**src/rtl/i2c_pkg.sv**
```systemverilog
// Shared I2C definitions: target FSM encoding, R/W and ACK bus levels.
package i2c_pkg;

    // Target FSM encoding, kept as plain constants for legacy tools
    localparam logic [3:0] ST_IDLE      = 4'd0;
    localparam logic [3:0] ST_ADDR      = 4'd1;
    localparam logic [3:0] ST_ADDR_ACK  = 4'd2;
    localparam logic [3:0] ST_PTR       = 4'd3;
    localparam logic [3:0] ST_PTR_ACK   = 4'd4;
    localparam logic [3:0] ST_WDATA     = 4'd5;
    localparam logic [3:0] ST_WDATA_ACK = 4'd6;
    localparam logic [3:0] ST_RLOAD     = 4'd7;
    localparam logic [3:0] ST_RDATA     = 4'd8;
    localparam logic [3:0] ST_RACK      = 4'd9;
    localparam logic [3:0] ST_WAIT_STOP = 4'd10;

    // Enum view of the same encoding for the master side and debug
    typedef enum logic [3:0] {
        TGT_IDLE      = 4'd0,
        TGT_ADDR      = 4'd1,
        TGT_ADDR_ACK  = 4'd2,
        TGT_PTR       = 4'd3,
        TGT_PTR_ACK   = 4'd4,
        TGT_WDATA     = 4'd5,
        TGT_WDATA_ACK = 4'd6,
        TGT_RLOAD     = 4'd7,
        TGT_RDATA     = 4'd8,
        TGT_RACK      = 4'd9,
        TGT_WAIT_STOP = 4'd10
    } i2c_tgt_st_t;

    localparam logic I2C_RW_WRITE = 1'b0;
    localparam logic I2C_RW_READ  = 1'b1;

    localparam logic I2C_ACK  = 1'b0;
    localparam logic I2C_NACK = 1'b1;

    // Address byte as it appears on the wire: 7-bit address then R/W
    function automatic logic [7:0] i2c_addr_byte(input logic [6:0] addr, input logic rw);
        return {addr, rw};
    endfunction

endpackage

```
**src/rtl/i2c_in_filter.sv**
```systemverilog
// Pad input conditioner: 2-FF synchronizer, run-length glitch filter, edge detect.
module i2c_in_filter #(
    parameter int unsigned FILTER_LEN = 3
) (
    input  logic clk_i,
    input  logic rst_i,
    input  logic raw_i,
    output logic level_o,
    output logic rise_o,
    output logic fall_o
);

    localparam int unsigned CW = (FILTER_LEN > 1) ? $clog2(FILTER_LEN) : 1;

    logic [1:0]    sync_q;
    logic [CW-1:0] cnt_q;
    logic          accept_c;

    // New level accepted once it has differed for FILTER_LEN consecutive samples
    assign accept_c = (sync_q[1] != level_o) && (cnt_q == CW'(FILTER_LEN - 1));

    // Synchronizer, run counter and filtered level with edge pulses
    always_ff @(posedge clk_i) begin
        if (rst_i) begin
            sync_q  <= 2'b11;
            cnt_q   <= '0;
            level_o <= 1'b1;
            rise_o  <= 1'b0;
            fall_o  <= 1'b0;
        end else begin
            sync_q <= {sync_q[0], raw_i};
            rise_o <= accept_c & sync_q[1];
            fall_o <= accept_c & ~sync_q[1];
            if (sync_q[1] == level_o) begin
                cnt_q <= '0;
            end else if (accept_c) begin
                level_o <= sync_q[1];
                cnt_q   <= '0;
            end else begin
                cnt_q <= cnt_q + CW'(1);
            end
        end
    end

endmodule

```
**src/rtl/i2c_target.sv**
```systemverilog
// I2C target with register-pointer protocol and auto-increment; SDA open-drain only.
module i2c_target
    import i2c_pkg::*;
#(
    parameter logic [6:0]  DEV_ADDR   = 7'h39,
    parameter int unsigned AW         = 8,
    parameter int unsigned FILTER_LEN = 3,
    parameter int unsigned DATA_HOLD  = 5
) (
    input  logic          clk_i,
    input  logic          rst_i,
    input  logic          scl_i,
    input  logic          sda_i,
    output logic          sda_oe_o,
    output logic [AW-1:0] reg_addr_o,
    output logic [7:0]    reg_wdata_o,
    output logic          reg_we_o,
    output logic          reg_re_o,
    input  logic [7:0]    reg_rdata_i,
    output logic          busy_o
);

    localparam int unsigned HW   = $clog2(DATA_HOLD + 1);
    localparam logic [3:0]  BITS = 4'd8;

    logic          scl_lvl, scl_rise, scl_fall;
    logic          sda_lvl, sda_rise, sda_fall;
    logic          start_c, stop_c, hold_tick_c, match_c;
    logic [7:0]    rx_byte_c;
    logic [HW-1:0] hold_q;

    logic [3:0]    state_q, state_d;
    logic [3:0]    bit_cnt_q, bit_cnt_d;
    logic [7:0]    shift_q, shift_d;
    logic          rw_q, rw_d;
    logic          re_dly_q;
    logic          sda_oe_d, we_d, re_d, busy_d;
    logic [AW-1:0] addr_d;
    logic [7:0]    wdata_d;

    i2c_in_filter #(.FILTER_LEN(FILTER_LEN)) u_scl_filt (
        .clk_i   (clk_i),
        .rst_i   (rst_i),
        .raw_i   (scl_i),
        .level_o (scl_lvl),
        .rise_o  (scl_rise),
        .fall_o  (scl_fall)
    );

    i2c_in_filter #(.FILTER_LEN(FILTER_LEN)) u_sda_filt (
        .clk_i   (clk_i),
        .rst_i   (rst_i),
        .raw_i   (sda_i),
        .level_o (sda_lvl),
        .rise_o  (sda_rise),
        .fall_o  (sda_fall)
    );

    // Bus conditions and the byte as it would look after shifting in the current SDA
    assign start_c   = sda_fall & scl_lvl;
    assign stop_c    = sda_rise & scl_lvl;
    assign rx_byte_c = {shift_q[6:0], sda_lvl};
    assign match_c   = (shift_q == i2c_addr_byte(DEV_ADDR, shift_q[0]));

    // Hold timer: ticks DATA_HOLD cycles after each filtered SCL fall
    always_ff @(posedge clk_i) begin
        if (rst_i) begin
            hold_q <= '0;
        end else if (scl_fall) begin
            hold_q <= HW'(DATA_HOLD);
        end else if (hold_q != '0) begin
            hold_q <= hold_q - HW'(1);
        end
    end

    assign hold_tick_c = (hold_q == HW'(1));

    // State and registered outputs
    always_ff @(posedge clk_i) begin
        if (rst_i) begin
            state_q     <= ST_IDLE;
            bit_cnt_q   <= '0;
            shift_q     <= '0;
            rw_q        <= I2C_RW_WRITE;
            re_dly_q    <= 1'b0;
            sda_oe_o    <= 1'b0;
            reg_addr_o  <= '0;
            reg_wdata_o <= '0;
            reg_we_o    <= 1'b0;
            reg_re_o    <= 1'b0;
            busy_o      <= 1'b0;
        end else begin
            state_q     <= state_d;
            bit_cnt_q   <= bit_cnt_d;
            shift_q     <= shift_d;
            rw_q        <= rw_d;
            re_dly_q    <= reg_re_o;
            sda_oe_o    <= sda_oe_d;
            reg_addr_o  <= addr_d;
            reg_wdata_o <= wdata_d;
            reg_we_o    <= we_d;
            reg_re_o    <= re_d;
            busy_o      <= busy_d;
        end
    end

    // Next state and next output values
    always_comb begin
        state_d   = state_q;
        bit_cnt_d = bit_cnt_q;
        shift_d   = shift_q;
        rw_d      = rw_q;
        sda_oe_d  = sda_oe_o;
        addr_d    = reg_addr_o;
        wdata_d   = reg_wdata_o;
        we_d      = 1'b0;
        re_d      = 1'b0;
        busy_d    = busy_o;

        if (stop_c) begin
            state_d   = ST_IDLE;
            bit_cnt_d = '0;
            sda_oe_d  = 1'b0;
            busy_d    = 1'b0;
        end else if (start_c) begin
            // Also covers repeated START; the pointer is deliberately kept
            state_d   = ST_ADDR;
            bit_cnt_d = '0;
            sda_oe_d  = 1'b0;
        end else begin
            // SDA only moves once the hold window after SCL fall has elapsed
            if (hold_tick_c) begin
                case (state_q)
                    ST_ADDR_ACK, ST_PTR_ACK, ST_WDATA_ACK: sda_oe_d = ~I2C_ACK;
                    ST_RDATA:                              sda_oe_d = ~shift_q[7];
                    default:                               sda_oe_d = 1'b0;
                endcase
            end

            case (state_q)
                ST_ADDR, ST_PTR, ST_WDATA: begin
                    if (scl_rise && bit_cnt_q != BITS) begin
                        shift_d   = rx_byte_c;
                        bit_cnt_d = bit_cnt_q + 4'd1;
                        if (state_q == ST_WDATA && bit_cnt_q == 4'd7) begin
                            we_d    = 1'b1;
                            wdata_d = rx_byte_c;
                        end
                    end else if (scl_fall && bit_cnt_q == BITS) begin
                        bit_cnt_d = '0;
                        if (state_q == ST_ADDR) begin
                            if (match_c) begin
                                state_d = ST_ADDR_ACK;
                                busy_d  = 1'b1;
                                rw_d    = shift_q[0];
                            end else begin
                                state_d = ST_WAIT_STOP;
                            end
                        end else if (state_q == ST_PTR) begin
                            addr_d  = AW'(shift_q);
                            state_d = ST_PTR_ACK;
                        end else begin
                            state_d = ST_WDATA_ACK;
                        end
                    end
                end
                ST_ADDR_ACK: begin
                    if (scl_fall) begin
                        state_d = (rw_q == I2C_RW_READ) ? ST_RLOAD : ST_PTR;
                    end
                end
                ST_PTR_ACK: begin
                    if (scl_fall) begin
                        state_d = ST_WDATA;
                    end
                end
                ST_WDATA_ACK: begin
                    if (scl_fall) begin
                        state_d = ST_WDATA;
                        addr_d  = reg_addr_o + AW'(1);
                    end
                end
                ST_RLOAD: begin
                    // Strobe at ACK release, capture read data the cycle after the strobe
                    if (hold_tick_c) begin
                        re_d = 1'b1;
                    end
                    if (re_dly_q) begin
                        shift_d   = reg_rdata_i;
                        sda_oe_d  = ~reg_rdata_i[7];
                        bit_cnt_d = '0;
                        state_d   = ST_RDATA;
                    end
                end
                ST_RDATA: begin
                    if (scl_rise) begin
                        bit_cnt_d = bit_cnt_q + 4'd1;
                    end else if (scl_fall) begin
                        if (bit_cnt_q == BITS) begin
                            state_d = ST_RACK;
                            addr_d  = reg_addr_o + AW'(1);
                        end else begin
                            shift_d = {shift_q[6:0], 1'b0};
                        end
                    end
                end
                ST_RACK: begin
                    if (scl_rise) begin
                        shift_d = rx_byte_c;
                    end else if (scl_fall) begin
                        state_d = (shift_q[0] == I2C_NACK) ? ST_WAIT_STOP : ST_RLOAD;
                    end
                end
                default: begin
                end
            endcase
        end
    end

endmodule

```
**config.mk**
```make
export PLATFORM = sky130hd
export DESIGN_NAME = i2c_target
export DESIGN_NICKNAME = d
export VERILOG_FILES = /design/src/rtl/i2c_pkg.sv /design/src/rtl/i2c_in_filter.sv /design/src/rtl/i2c_target.sv
export SDC_FILE = /design/constraint.sdc
export NUM_CORES = 1
export LEC_CHECK = 0
export BUFFER_PORTS_ARGS = -buffer_cell sky130_fd_sc_hd__buf_2
export CAP_MARGIN = 20
export CORE_UTILIZATION = 53
export DETAILED_ROUTE_END_ITERATION = 6
export PLACE_DENSITY_LB_ADDON = 0.3
export RECOVER_POWER = 100
export SYNTH_ARGS = -nofsm -noshare
export SYNTH_HDL_FRONTEND = slang
export SYNTH_HIERARCHICAL = 1
export SYNTH_SLANG_ARGS = --single-unit
```
**constraint.sdc**
```tcl
create_clock -name clk_i -period 1.9 [get_ports clk_i]
set_input_delay 0.285 -clock clk_i [delete_from_list [all_inputs] [get_ports clk_i]]
set_output_delay 0.285 -clock clk_i [all_outputs]
set_load 0.05 [all_outputs]
```
==> qor.yml, run 1 <==
synthesis:
  ys_types: 68
  syn-num-nets: 339
  syn-cell-area_mm2: 0.00304
  ys_ff_latch: 55
  async_reset_ff_share_pct: 0
  synth_area_leaders: "dfxtp_1, mux2i_1, ha_1, o32ai_2, nor2_1"
  ys.flop_type: "dfxtp_1"
  synth_edf_count: 0
  yosysWarnings: 6
  synth_top_cell_by_area: "dfxtp_1"
  synthCells: 319
  avgSynthCellArea_um2: 9.53
  ys_seq_area_share_pct: 36.2
  yosys.area.top_type_share_pct: 36.2
outcome:
  outcome: "complete, no violations"
critical_path:
  startpoint_type: "flip-flop"
  end_kind: "flip-flop"
  worstSetupPathType: "flip-flop to flip-flop"
  path_max_fanout: 8
  cpLargestDelayFamily: "simple AND/OR/NAND/NOR gates"
  path_cells: "buf_6 > or4b_4 > and2_4 > o21ai_4 > buf_12 > a21o_4 > mux2i_1"
  cp_slowest_cell: "or4b_4"
  cp_slowest_stage_delay_ns: 0.49
  cp.arrival_ns: 2.12
  critPathBufInv: 2
  worst_ep_required_time_ns: 2.15
detailed_routing:
  drt_first_pass_iters: 5
  antenna_left: 0
  vias: 2789
  routed_wl_um: 7570
  drt_iter0_markers: 189
  routed_via_density: 6.02
  avgRoutedWirePerCell_um: 16.3
  drc: 0
sta:
  tightest_slew_ns: 0.783
  min_period_ns: 1.87
  rsz0062_at_grt: "true"
  relSlewSlack_pct: 47.8
  max_freq_ghz: 0.534
  slew_violations: 0
  setup_violations: 0
  hold_viol: 0
  period_share_pct: 98.6
  finalClockSkew_ns: 0.00603
power_and_ir_drop:
  ir_worst_vdd_mv: 0.631
  finalPower_w: 0.00403
  leakage_nw: 1.32
  power.density_mw_per_mm2: 1080
cts:
  cts_hold_buffers: 0
  clock_tree.buffer_depth: 2
  cts.htree.levels: 2
  cts.sinks: 55
  cts_made_buffers: 5
  cts_tree: "done"
  clock_latency_ns: 0.31
  cts-root-buf: "clkbuf_8"
  path_clk_slew_ns: 0.10
final_layout:
  final_util_pct: 67.7
  drive_gt1_share_pct: 30.2
  nets: 410
  antenna_cells: 0
  area_growth_pct: 22.7
die:
  io-pin-count: 32
  core-area_mm2: 0.00551
  start_util_pct: 55.2
  dieWidth_um: 77.7
  die-area_mm2: 0.00604
  die_h_um: 77.7
  rows: 27
placement:
  portBuffers: 31
  place_congestion: 0.927
  dpl.hpwl_um: 5410
global_routing:
  antenna_found_initial: 0
  grt_pass1_vias: 2466
  grt_max_degree: 24
  grt_overflow_total: 0
  track_usage_pct: 25.7
  grt_pass1_wl_um: 12200
min_path:
  hp-class: "input port to flip-flop"
flow_run:
  max-cap-violations: 0
cell usage after synthesis (all sizes together), types with 2 or more instances:
master / count
a31o: 12
and2: 3
inv: 10
o32ai: 6
nand2: 22
nor3b: 3
nor3: 9
or3: 2
a21o: 2
a311oi: 2
o21ai: 9
buf: 11
dfxtp: 55
o22ai: 2
mux2i: 19
nor2b: 6
or4b: 2
nand2b: 6
a21oi: 17
a2bb2oi: 2
o21a: 3
ha: 8
nor4: 6
xnor2: 5
nand3b: 2
clkbuf: 6
a211oi: 6
nand3: 13
a31oi: 2
a2111oi: 9
nand4: 3
and3: 3
a211o: 3
a22oi: 2
and4bb: 5
nand4b: 2
o2111ai: 2
nor2: 25
or2: 5
per-layer routing:
metal | vias up | global-route usage (%) | routed length, um
met5 | - | 0 | 0
met4 | 0 | 7.36 | 114
met3 | 12 | 4.82 | 490
met2 | 108 | 39.6 | 3440
met1 | 1321 | 36.2 | 3520
li1 | 1348 | - | -
cell families (layout without fill, tap and decap cells):
| group | count (synthesis) | in the layout | share of synthesized area, % |
|---|---|---|---|
| flip-flops | 55 | 55 | 36.2 |
| buffers and inverters | 28 | 100 | 5.10 |
| adder cells (fa/ha/maj) | 8 | 8 | 3.29 |
| AO/OA/AOI/OAI | 84 | 84 | 24.1 |
| XOR/XNOR | 5 | 5 | 1.44 |
| AND/OR/NAND/NOR | 120 | 120 | 23.6 |
| multiplexers | 19 | 19 | 6.26 |
what timing repair did:
item                                    in CTS  in global routing
buffers inserted                             0                  6
endpoints found under the setup margin      22                 22
pin swaps                                    1                  8
resized for setup                            7                 20
cells in the final DEF (no fill, tap or decap), types with 7 or more instances in the layout:
| master | Yosys | routed |
|---|---|---|
| dfxtp_1 | 55 | 52 |
| buf_4 | 3 | 44 |
| nor2_1 | 25 | 23 |
| clkbuf_1 | 6 | 23 |
| nand2_1 | 21 | 21 |
| mux2i_1 | 19 | 19 |
| a21oi_1 | 16 | 16 |
| nand3_1 | 13 | 12 |
| buf_2 | 4 | 11 |
| inv_1 | 10 | 10 |
| a31o_1 | 10 | 10 |
| o21ai_0 | 7 | 7 |
| ha_1 | 8 | 7 |
power breakdown:
part           internal (W)  leakage [nW]  switching [W]  total [W]
Combinational      0.000882         0.830        0.00106    0.00195
Sequential          0.00126         0.447       0.000152    0.00142
Clock              0.000266        0.0418       0.000400   0.000666
Total               0.00241          1.32        0.00162    0.00403
worst paths after layout:
kind,end,depth (start not counted),slack [ns],from
max,shift_q[0],7,0.03,state_q[2]
min,u_sda_filt/sync_q[0],2,0.15,sda_i
max reg2reg,shift_q[0],7,0.03,state_q[2]
min reg2reg,u_sda_filt/sync_q[1],1,0.42,u_sda_filt/sync_q[0]
state kept, by name, summed over array words and instances, names as in the netlist:
register,cells
hold_q,3
u_scl_filt/rise_o,1
shift_q,8
u_sda_filt/rise_o,1
reg_we_o,1
reg_wdata_o,8
u_scl_filt/level_o,1
u_sda_filt/sync_q,2
u_scl_filt/fall_o,1
u_sda_filt/level_o,1
re_dly_q,1
rw_q,1
state_q,4
u_sda_filt/fall_o,1
reg_addr_o,8
bit_cnt_q,4
u_scl_filt/cnt_q,2
sda_oe_o,1
busy_o,1
reg_re_o,1
u_sda_filt/cnt_q,2
u_scl_filt/sync_q,2
cell type report:
cell class | instances | area (um^2)
clock inverters | 2 | 16.3
fillers | 453 | 1780
well taps | 72 | 90.1
repair buffers | 81 | 539
inverters | 11 | 41.3
clock buffers | 6 | 72.6
multi-input cells | 236 | 1860
flip-flops and latches | 55 | 1110
per-stage QoR:
step / hold WS, ns / instances / setup WS, ns / cell area (um^2) / TNS [ns]
after detailed placement: 0.400 / 449 / -0.0728 / 3530 / -0.855
after CTS: 0.137 / 457 / 0.00506 / 3630 / 0
after global placement: 0.392 / 449 / -0.0624 / 3530 / -0.245
after floorplan: 0.362 / 319 / 0.0740 / 3040 / 0
final: 0.148 / 463 / 0.0262 / 3730 / 0
after global routing: 0.128 / 463 / -0.0372 / 3730 / -0.0887
(Power assumes the default switching activity.)
==> run 2, diff against run 1 <==
PLACE_DENSITY = 0.76   (was not set)
PLACE_DENSITY_LB_ADDON = not set   (was 0.3)
==> qor.yml, run 2 (synthesis gave the netlist of run 1 again) <==
outcome:
  outcome: "complete, no violations"
sta:
  finalClockSkew_ns: 0.00498
  min_period_ns: 1.86
  tightest_slew_ns: 0.596
  hold_viol: 0
  slew_violations: 0
  setup_violations: 0
  max_freq_ghz: 0.537
  setup-tns-final_ns: 0
  period_share_pct: 98.1
  relSlewSlack_pct: 60.4
detailed_routing:
  antenna_left: 0
  routed_wl_um: 7660
  drc: 0
  routed_via_density: 6.14
  vias: 2813
  drt_iter0_markers: 166
  drt_first_pass_iters: 5
  avgRoutedWirePerCell_um: 16.7
min_path:
  hp-class: "input port to flip-flop"
critical_path:
  path_cells: "buf_4 > and4bb_2 > o21bai_4 > o2111ai_4 > buf_4 > a2111oi_1 > a31o_1"
  path_max_fanout: 8
  cp.arrival_ns: 2.12
  cp_slowest_stage_delay_ns: 0.39
  worst_ep_required_time_ns: 2.16
  cp_common_cell: "buf_4"
  startpoint_type: "flip-flop"
  end_kind: "flip-flop"
  worstSetupPathType: "flip-flop to flip-flop"
  cp_slowest_cell: "a2111oi_1"
final_layout:
  area_growth_pct: 21.2
  layout_commonest_cell: "dfxtp_1"
  nets: 406
  drive_gt1_share_pct: 30.1
  antenna_cells: 0
  final_cells: 458
  nFillCells: 463
  multi_input_area_mm2: 0.00186
  seq_area_mm2: 0.00111
  final_cell_area_mm2: 0.00368
  reg.largest.list: "reg_addr_o (8), reg_wdata_o (8), shift_q (8)"
  most-common-layout-cells: "dfxtp_1, buf_4, nor2_1"
cts:
  clock_latency_ns: 0.31
  cts_made_buffers: 5
  cts_tree: "done"
  clock_tree.buffer_depth: 2
  cts.htree.levels: 2
  cts.sinks: 55
  cts-root-buf: "clkbuf_8"
  path_clk_slew_ns: 0.10
die:
  start_util_pct: 55.2
  core-area_mm2: 0.00551
  rows: 27
  io-pin-count: 32
  die_h_um: 77.7
  dieWidth_um: 77.7
  die-area_mm2: 0.00604
global_routing:
  grt_pass1_vias: 2541
  track_usage_pct: 25.7
  grt_pass1_wl_um: 12200
  grt_overflow_total: 0
  grt_max_degree: 28
  antenna_found_initial: 0
power_and_ir_drop:
  power.density_mw_per_mm2: 1110
  leakage_nw: 1.32
  ir_worst_vdd_mv: 0.600
flow_run:
  max-cap-violations: 0
placement:
  place_congestion: 0.948
  portBuffers: 31
  place_area_mm2: 0.00349
  placed_cells: 446
  dpl.hpwl_um: 5430
## run 2: cell count changes in the layout (fill, tap and decap cells not counted), sizes merged
cell    delta
buf        -1
inv        -1
nor2b      +1
clkbuf     -5
bufinv     +1
## run 2: worst max-delay path: cells and delay by family, from the launching register on
family	cells	cell delay, ns
compound gates	4	0.82
buf+inv	2	0.37
flops	1	0.35
simple gates	1	0.26
## run 2: path summary, 6_finish.rpt
check	startpoint	to	slack, ns	cells past startpoint
max	state_q[3]	reg_addr_o[1]	0.04	7
min	scl_i	u_scl_filt/sync_q[0]	0.15	2
max reg2reg	state_q[3]	reg_addr_o[1]	0.04	7
min reg2reg	u_scl_filt/sync_q[0]	u_scl_filt/sync_q[1]	0.42	1
## run 2: metrics by stage
stage               hold WS, ns  utilization [%]  setup slack, ns  total power, W
detailed placement        0.402             63.4          -0.0487         0.00306
global route              0.137             66.9          -0.0240         0.00427
finish                    0.145             66.9           0.0366         0.00408
floorplan                 0.362                -           0.0740         0.00262
CTS                       0.145             65.7          0.00324         0.00387
global placement          0.391             63.4         -0.00872         0.00305
## run 2: repair_timing
action / CTS / global route
endpoints found under the hold margin: 0 / 0
pin swaps: 0 / 5
endpoints found under the setup margin: 10 / 25
cloned: 0 / 1
resized for setup: 6 / 17
hold buffers: 0 / 0
setup buffers: 0 / 4
## run 2: layout make-up
type                       instances  area share [%]
timing repair buffer              76            13.1
multi-input combinational        237            50.4
sequential                        55            30.1
inverter                          11            1.12
tap                               72            2.44
clock inverter                     2            1.02
clock buffer                       5            1.87
## run 2: report_power, final
group	switching, W	total [W]	internal [W]
clock	0.000385	0.000770	0.000386
sequential	0.000162	0.00142	0.00126
combinational	0.00103	0.00189	0.000857
## run 2: routing by layer
metal  GRT usage (%)  vias up  wire length, um
met1            35.8     1328             3510
met4            8.68        0              122
met5               0        -                0
li1                -     1340                -
met2            40.3      130             3570
met3            4.12       15              455
